`src/rtl/instr_fetch_stage.sv`:
```
// ---------------------------------------------------------------------------
// instr_fetch_stage
//
// Instruction fetch stage. Owns the program counter. Reads one word per cycle
// from a combinational instruction memory and loads it into the IF/ID
// pipeline register. Handles stalls from decode, redirects from branches and
// jumps, and halt instructions.
//
// Ports
//   clk          in   clock; every state update happens on the rising edge
//   rst          in   synchronous active-low reset
//   mem_read     out  read enable to instruction memory (high only in FETCH)
//   addr         out  word address to instruction memory (always the PC)
//   instr_in     in   combinational read data for addr
//   stall        in   decode cannot accept an instruction this cycle
//   redirect     in   taken branch/jump; flush and refetch from redirect_pc
//   redirect_pc  in   redirect target, reduced modulo MAX_LINE_LENGTH
//   id_valid     out  IF/ID register holds a valid instruction
//   id_instr     out  IF/ID instruction word
//   id_pc        out  address id_instr was fetched from
//   halted       out  fetch is stopped on a halt instruction
//   fetch_count  out  instructions delivered to decode, saturating at 16'hFFFF
// ---------------------------------------------------------------------------
module instr_fetch_stage #(
    parameter int          ISIZE           = 16,
    parameter int          DSIZE           = 16,
    parameter int          MAX_LINE_LENGTH = 256,
    parameter logic [3:0]  HALT_OPCODE     = 4'hF
) (
    input  logic             clk,
    input  logic             rst,
    output logic             mem_read,
    output logic [ISIZE-1:0] addr,
    input  logic [DSIZE-1:0] instr_in,
    input  logic             stall,
    input  logic             redirect,
    input  logic [ISIZE-1:0] redirect_pc,
    output logic             id_valid,
    output logic [DSIZE-1:0] id_instr,
    output logic [ISIZE-1:0] id_pc,
    output logic             halted,
    output logic [15:0]      fetch_count
);

    localparam logic [1:0] ST_IDLE  = 2'd0;
    localparam logic [1:0] ST_FETCH = 2'd1;
    localparam logic [1:0] ST_HALT  = 2'd2;

    // One bit wider than the PC so MAX_LINE_LENGTH = 2**ISIZE is representable.
    localparam logic [ISIZE:0]   MAX_LEN = (ISIZE + 1)'(MAX_LINE_LENGTH);
    localparam logic [ISIZE-1:0] PC_LAST = ISIZE'(MAX_LINE_LENGTH - 1);

    logic [1:0]       state_reg, state_next;
    logic [ISIZE-1:0] pc_reg, pc_next;
    logic             id_valid_reg, id_valid_next;
    logic [DSIZE-1:0] id_instr_reg, id_instr_next;
    logic [ISIZE-1:0] id_pc_reg, id_pc_next;
    logic [15:0]      count_reg, count_next;

    logic [ISIZE-1:0] pc_inc;
    logic [ISIZE-1:0] redirect_target;
    logic             is_halt;

    // The >= also pulls an out-of-range PC back to 0 instead of running on.
    assign pc_inc          = (pc_reg >= PC_LAST) ? '0 : pc_reg + 1'b1;
    // Power-of-two MAX_LINE_LENGTH reduces to a simple bit mask here.
    assign redirect_target = ISIZE'({1'b0, redirect_pc} % MAX_LEN);
    assign is_halt         = (instr_in[DSIZE-1 -: 4] == HALT_OPCODE);

    always_comb begin
        state_next    = state_reg;
        pc_next       = pc_reg;
        id_valid_next = id_valid_reg;
        id_instr_next = id_instr_reg;
        id_pc_next    = id_pc_reg;
        count_next    = count_reg;

        case (state_reg)
            ST_IDLE: begin
                // Redirect is deliberately ignored while idle.
                state_next = ST_FETCH;
            end
            ST_FETCH, ST_HALT: begin
                if (redirect) begin
                    // Redirect beats stall and halt; leaves one bubble behind.
                    state_next    = ST_FETCH;
                    pc_next       = redirect_target;
                    id_valid_next = 1'b0;
                end else if (!stall) begin
                    if (state_reg == ST_FETCH) begin
                        id_instr_next = instr_in;
                        id_pc_next    = pc_reg;
                        id_valid_next = 1'b1;
                        count_next    = (count_reg == 16'hFFFF) ? count_reg
                                                                : count_reg + 16'd1;
                        // A halt word is still delivered, but the PC parks on it.
                        if (is_halt) begin
                            state_next = ST_HALT;
                        end else begin
                            pc_next = pc_inc;
                        end
                    end else begin
                        // Halted and decode has consumed the last word.
                        id_valid_next = 1'b0;
                    end
                end
            end
            default: begin
                state_next = ST_IDLE;
            end
        endcase
    end

    always_ff @(posedge clk) begin
        if (!rst) begin
            state_reg    <= ST_IDLE;
            pc_reg       <= '0;
            id_valid_reg <= 1'b0;
            id_instr_reg <= '0;
            id_pc_reg    <= '0;
            count_reg    <= '0;
        end else begin
            state_reg    <= state_next;
            pc_reg       <= pc_next;
            id_valid_reg <= id_valid_next;
            id_instr_reg <= id_instr_next;
            id_pc_reg    <= id_pc_next;
            count_reg    <= count_next;
        end
    end

    assign mem_read    = (state_reg == ST_FETCH);
    assign halted      = (state_reg == ST_HALT);
    assign addr        = pc_reg;
    assign id_valid    = id_valid_reg;
    assign id_instr    = id_instr_reg;
    assign id_pc       = id_pc_reg;
    assign fetch_count = count_reg;

endmodule

```
`config.mk`:
```
export PLATFORM = sky130hd
export DESIGN_NAME = instr_fetch_stage
export DESIGN_NICKNAME = d
export VERILOG_FILES = /design/src/rtl/instr_fetch_stage.sv
export SDC_FILE = /design/constraint.sdc
export NUM_CORES = 1
export LEC_CHECK = 0
export CAP_MARGIN = 25
export CORE_UTILIZATION = 49
export CTS_CLUSTER_SIZE = 16
export DETAILED_ROUTE_END_ITERATION = 6
export GPL_TIMING_DRIVEN = 0
export PLACE_DENSITY = 0.85
export SKIP_CTS_REPAIR_TIMING = 1
export SLEW_MARGIN = 10
export SYNTH_ARGS = -nofsm -noshare
export SYNTH_HDL_FRONTEND = slang
export SYNTH_SLANG_ARGS = --single-unit
```
`constraint.sdc`:
```
create_clock -name clk -period 5.8 [get_ports clk]
set_input_delay 0.58 -clock clk [delete_from_list [all_inputs] [get_ports clk]]
set_output_delay 0.58 -clock clk [all_outputs]
set_load 0.02 [all_outputs]
```
==> flow_summary.json <==
{
  "hold_viol": 0,
  "vias_per_cell": 5.855,
  "power_mw": 0.9537,
  "drc_errors": 0,
  "synthAdderAreaFrac_pct": 2.890,
  "clock_sinks": 67,
  "worstMarginPinSlew_ps": 846.2,
  "start_kind": "flop",
  "period_share_pct": 39.36,
  "cts_tree": "built",
  "cpPeakStageDelay_ps": 570,
  "ys_ff_latch": 67,
  "yosys.cell_types.count": 48,
  "final_common_cell": "clkdlybuf4s50_1",
  "synth_top_family_by_area": "simple AND/OR/NAND/NOR gates",
  "multi_input_area_um2": 1563,
  "synthFlopType": "dfxtp_1",
  "slowest_stage": "or4_1",
  "drt_iter0_markers": 347,
  "maxCapViolCount": 0,
  "worstSetupEndpointType": "flop",
  "port_buffers": 93,
  "drive_above_1_share_pct": 3.734,
  "htreeDepth": 3,
  "detail_route.first_pass.iterations": 5,
  "fmax_ghz": 0.4380,
  "finalMaxSlewViolations": 0,
  "path_class": "reg -> reg",
  "required_ps": 6070,
  "clkTransAtPathRegs_ps": 70,
  "chipWidth_um": 80.64,
  "period_needed_ps": 2283,
  "synth-simple-area-share_pct": 27.17,
  "synthXorXnorAreaFrac_pct": 0,
  "max-slew-margin-rel_pct": 43.46,
  "synth-edff-count": 0,
  "drt_wl_total_um": 8726,
  "antenna_cells": 0,
  "area_delta_synth_final_pct": 39.35,
  "avgRoutedWirePerCell_um": 15.67,
  "dp_hpwl_um": 6290,
  "avgSynthCellArea_um2": 8.081,
  "grt_util_all_layers_pct": 28.42,
  "seq_area_frac_synth_pct": 44.26,
  "initial_utilization_pct": 50.88,
  "min_path_type": "reg -> reg",
  "r2r_slack_ps": 3520,
  "synth_mux_area_share_pct": 1.982,
  "clk_latency_ps": 350,
  "ios": 103,
  "grt_overflow": 0,
  "rsz0062_at_grt": "false",
  "antenna_found_initial": 0,
  "regArea_um2": 1341,
  "vias": 3261,
  "ir_drop_uv": 161.1,
  "syn_area_um2": 3030,
  "syn-num-nets": 418,
  "path_max_fanout": 6,
  "grt_pass1_wl_um": 13990,
  "skew_ps": 4.999,
  "die_area_um2": 6503,
  "gp_congestion": 0.8700,
  "grt_max_degree": 11,
  "path_cells": "inv_1 -> ha_1 -> nor2b_1 -> a31oi_1 -> or4_1 -> a211oi_1",
  "grt_pass1_vias": 2962,
  "design.core.area_um2": 5956,
  "ant_nets": 0,
  "synthCells": 375,
  "nets": 522,
  "mostFrequentLayoutCells": "clkdlybuf4s50_1, nand2_1, dfxtp_1",
  "tns_ps": 0,
  "synth-compound-area-share_pct": 19.53,
  "clockRootBuffer": "clkbuf_8",
  "arrival_ps": 2550,
  "yosysWarnings": 0,
  "cts_buffers": 9,
  "p_per_area_nw_per_um2": 225.9,
  "rows": 28,
  "total_leakage_power_nw": 1.402,
  "fill_cells": 498,
  "dieHeight_um": 80.64,
  "outcome": "completed",
  "finalSetupViolCount": 0,
  "hold_slack_ps": 455.2,
  "clockBufferDepth": 2,
  "async_flop_share_pct": 0
}
==> path summary, 6_finish.rpt <==
kind	start	end	cells after the start
hold / removal	id_instr[5]	id_instr[5]	2
hold reg to reg	id_instr[5]	id_instr[5]	2
setup reg to reg	state_reg[1]	addr[15]	6
setup / recovery	state_reg[1]	addr[15]	6
==> cell usage after synthesis (2+ instances only) <==
cell type | count | area share [%]
nand2_1 | 87 | 11
dfxtp_1 | 67 | 44
a21oi_1 | 46 | 7.6
clkbuf_1 | 18 | 2.2
inv_1 | 12 | 1.5
nand3_1 | 10 | 1.7
nor3_1 | 10 | 1.7
a31oi_1 | 9 | 1.9
nor2_1 | 9 | 1.1
or4_1 | 9 | 2.2
o21ai_0 | 8 | 1.3
and3_1 | 7 | 1.4
ha_1 | 7 | 2.9
mux2i_1 | 6 | 2.0
nand4_1 | 6 | 1.2
and2_1 | 5 | 1.0
o31ai_1 | 5 | 1.2
and4_1 | 4 | 1.2
nand2b_1 | 4 | 0.83
nor3b_1 | 4 | 0.99
a211oi_1 | 3 | 0.74
nor4_1 | 3 | 0.62
o41ai_1 | 3 | 0.87
a22oi_1 | 2 | 0.50
a311oi_1 | 2 | 0.58
nand3b_1 | 2 | 0.50
nor2b_1 | 2 | 0.41
o211ai_1 | 2 | 0.50
o21a_1 | 2 | 0.50
o311a_1 | 2 | 0.66
or3_1 | 2 | 0.41
==> cell families after synthesis <==
| logic type | Yosys count |
|---|---|
| flip-flops | 67 |
| AO/OA/AOI/OAI | 95 |
| adder cells (fa/ha/maj) | 7 |
| buffers and inverters | 33 |
| multiplexers | 6 |
| AND/OR/NAND/NOR | 167 |
==> where the power goes <==
group / switching [mW] / total [mW] / internal [mW]
registers: 0.0121 / 0.482 / 0.470
clock network: 0.176 / 0.349 / 0.173
logic: 0.0691 / 0.123 / 0.0535
total: 0.257 / 0.954 / 0.697
==> worst max-delay path: cells and delay by family (launching register included) <==
kind,cells,cell delay (ps)
flops,1,330
compound gates,2,540
simple gates,2,960
fa+ha+maj,1,250
buf+inv,1,130
==> metal layers <==
| metal | global-route usage (%) | up-vias | part of all wire, % |
|---|---|---|---|
| met4 | 9.464 | 0 | 1.8 |
| met5 | 0 | - | 0 |
| li1 | - | 1559 | - |
| met3 | 8.182 | 17 | 9.2 |
| met2 | 46.10 | 165 | 48 |
| met1 | 35.90 | 1520 | 41 |
==> final cells by class <==
class / instances / share of cell area, %
Buffer: 20 / 1.837
Clock buffer: 12 / 3.674
Clock inverter: 2 / 0.2963
Inverter: 13 / 1.156
Multi-Input combinational cell: 275 / 37.01
Sequential cell: 67 / 31.76
Tap cell: 75 / 2.222
Timing Repair Buffer: 93 / 22.04
==> per-stage QoR <==
| step | instances | instance area, um2 | utilization, % | setup slack [ps] |
|---|---|---|---|---|
| final | 557 | 4223 | 70.90 | 3517 |
| after global routing | 557 | 4223 | 70.90 | 3354 |
| after CTS | 557 | 4223 | 70.90 | 3549 |
| after detailed placement | 543 | 4055 | 68.09 | 3241 |
| after global placement | 543 | 4055 | 68.09 | 3290 |
| after floorplan | 375 | 3030 | - | 3787 |
No activity file was read; power rests on OpenSTA's default activity.
==> edit: new RTL, config.mk and constraints unchanged <==
The parameter `ISIZE` goes from 16 to 32.
--- a/src/rtl/instr_fetch_stage.sv
+++ b/src/rtl/instr_fetch_stage.sv
@@ -22,7 +22,7 @@
 //   fetch_count  out  instructions delivered to decode, saturating at 16'hFFFF
 // ---------------------------------------------------------------------------
 module instr_fetch_stage #(
-    parameter int          ISIZE           = 16,
+    parameter int          ISIZE           = 32,
     parameter int          DSIZE           = 16,
     parameter int          MAX_LINE_LENGTH = 256,
     parameter logic [3:0]  HALT_OPCODE     = 4'hF
Ports: changed (resized addr, id_pc and redirect_pc); port bits go from 103 to 151. No check against the original RTL was run, so the function may have changed too.
==> edit against the unedited design <==
  * Count of clock-buffer cells in the layout unchanged
  * Routed wire length up 32%
  * Design area up 36%
  * Core utilization down 1.2 points
  * Synthesized cell count up 36%
  * Worst setup slack worse by 0.29 ns
  * Synthesized area up 37%
  * First-iteration DRC count down 26%
  * Power up 34%
  * Sequential share of layout area up 2.9 points
  * Critical path depth up 1
  * Sequential cell count up 32
  * Die area up 36%
==> edit: results (changes against the unedited design) <==
| Metric | Value |
|---|---|
| Status | finished, final reports clean (unchanged) |
| First-pass GRT wire length | 18600 um (was 14000 um) |
| Worst path slowest cell | clkdlybuf4s50_1 (was or4_1) |
| Final #Nets | 704 (was 522) |
| Pre-CTS setup slack | 2.92 ns (was 3.24 ns) |
| GR Layer Usage met3 | 0.0429 (was 0.0818) |
| Met2 Usage GRT | 0.456 (was 0.461) |
| Synth top cells by count | nand2_1 (110), dfxtp_1 (99), a21oi_1 (62) (was nand2_1 (87), dfxtp_1 (67), a21oi_1 (46)) |
| Placed insts | 739 (was 543) |
| Most used DFF post-synth | dfxtp_1 (unchanged) |
| Post-Synthesis Cells | 509 (was 375) |
| Hold WC Path Type | reg -> reg (unchanged) |
| GRT Util Overall | 0.267 (was 0.284) |
| Number of global-route vias before repair | 3992 (was 2962) |
| PortBufs | 125 (was 93) |
| Leakage power | 1.88 nW (was 1.40 nW) |
| CP Max Fanout | 10 (was 6) |
| Gpl congestion | 0.905 (was 0.870) |
| FMAX | 0.389 GHz (was 0.438 GHz) |
| Root buffer cell | clkbuf_8 (unchanged) |
| Reg clk slew, reported paths | 0.09 ns (was 0.07 ns) |
| H-tree Lvls | 3 (unchanged) |
| Layout Skew | 0.00646 ns (was 0.00500 ns) |
| Largest net degree at the start of global routing | 16 (was 11) |
| HPWL after detailed placement | 8260 um (was 6290 um) |
| Ys Warns | 0 (unchanged) |
| Worst slew pin tran | 0.788 ns (was 0.846 ns) |
| Post-synthesis async set-or-reset flop share | 0 (unchanged) |
| Clock buffer count from CTS | 9 (unchanged) |
| Initial antenna violation count | 0 (unchanged) |
| Largest cells by area after synthesis | dfxtp_1 (48%), nand2_1 (10%), a21oi_1 (7.5%) (was dfxtp_1 (44%), nand2_1 (11%), a21oi_1 (7.6%)) |
| Synthesized net count | 568 (was 418) |
| Post-route insts no fill | 754 (was 557) |
| First DRT Iteration DRCs | 258 (was 347) |
| Fraction of layout cells with a size suffix above 1 | 0.0385 (was 0.0373) |
| Critical Path AT | 2.86 ns (was 2.55 ns) |
| Post-synthesis sequential area ratio | 0.478 (was 0.443) |
| Peak VDD IR | 114 uV (was 161 uV) |
| Met1 Usage GRT | 0.340 (was 0.359) |
| DR vias | 4260 (was 3261) |
| Routed wire length per instance | 15.3 um (was 15.7 um) |
| Unique cell type count in the Yosys netlist | 43 (was 48) |
[edit: cell families after synthesis]
family / count (synthesis) / share of synthesized area
AOI/OAI and AO/OA: 101 / 0.138
xor gates and xnor gates: 19 / 0.0401
adders and majority gates: 7 / 0.0211
buffers and inverters: 42 / 0.0395
DFF: 99 / 0.478
and+or+nand+nor: 241 / 0.283
[edit: metal layers]
layer	share of wire	wire [um]
met5	0	0
met4	0.017	194
met3	0.070	811
met2	0.48	5580
met1	0.43	4970
[edit: critical path, delay by kind of cell]
family | cells | cell delay [ns]
simple gates | 4 | 1.15
buf+inv | 2 | 0.84
compound gates | 1 | 0.28
[edit: final timing paths]
path              cells past startpoint  slack [ns]                endpoint                       from
setup reg to reg                      8        3.28   addr[25]$_SDFFE_PN0P_  state_reg[0]$_SDFFE_PN0P_
hold / removal                        2        0.46  id_pc[13]$_SDFFE_PN0P_     id_pc[13]$_SDFFE_PN0P_
setup / recovery                      7        3.23   addr[13]$_SDFFE_PN0P_                   redirect
hold reg to reg                       2        0.46  id_pc[13]$_SDFFE_PN0P_     id_pc[13]$_SDFFE_PN0P_
[edit: area by class of cell]
cell class                 instances  area (um2)
tap                              105         131
inverter                          13        48.8
fill                             671        2490
sequential                        99        1980
clock buffer                      12         145
timing repair buffer             125        1250
buffer                            29         115
multi-input combinational        368        2000
clock inverter                     3        47.5
[edit: where the power goes]
group	internal [mW]	switching, mW
registers	0.690	0.0133
clock network	0.212	0.230
logic	0.0558	0.0794
total	0.958	0.323
[edit: stage by stage]
step / util / hold slack [ns] / area [um2]
2_1_floorplan: - / 0.511 / 4150
3_3_place_gp: 0.673 / 0.441 / 5530
3_5_place_dp: 0.673 / 0.449 / 5530
4_1_cts: 0.697 / 0.462 / 5720
5_1_grt: 0.697 / 0.482 / 5720
6_report: 0.697 / 0.459 / 5720
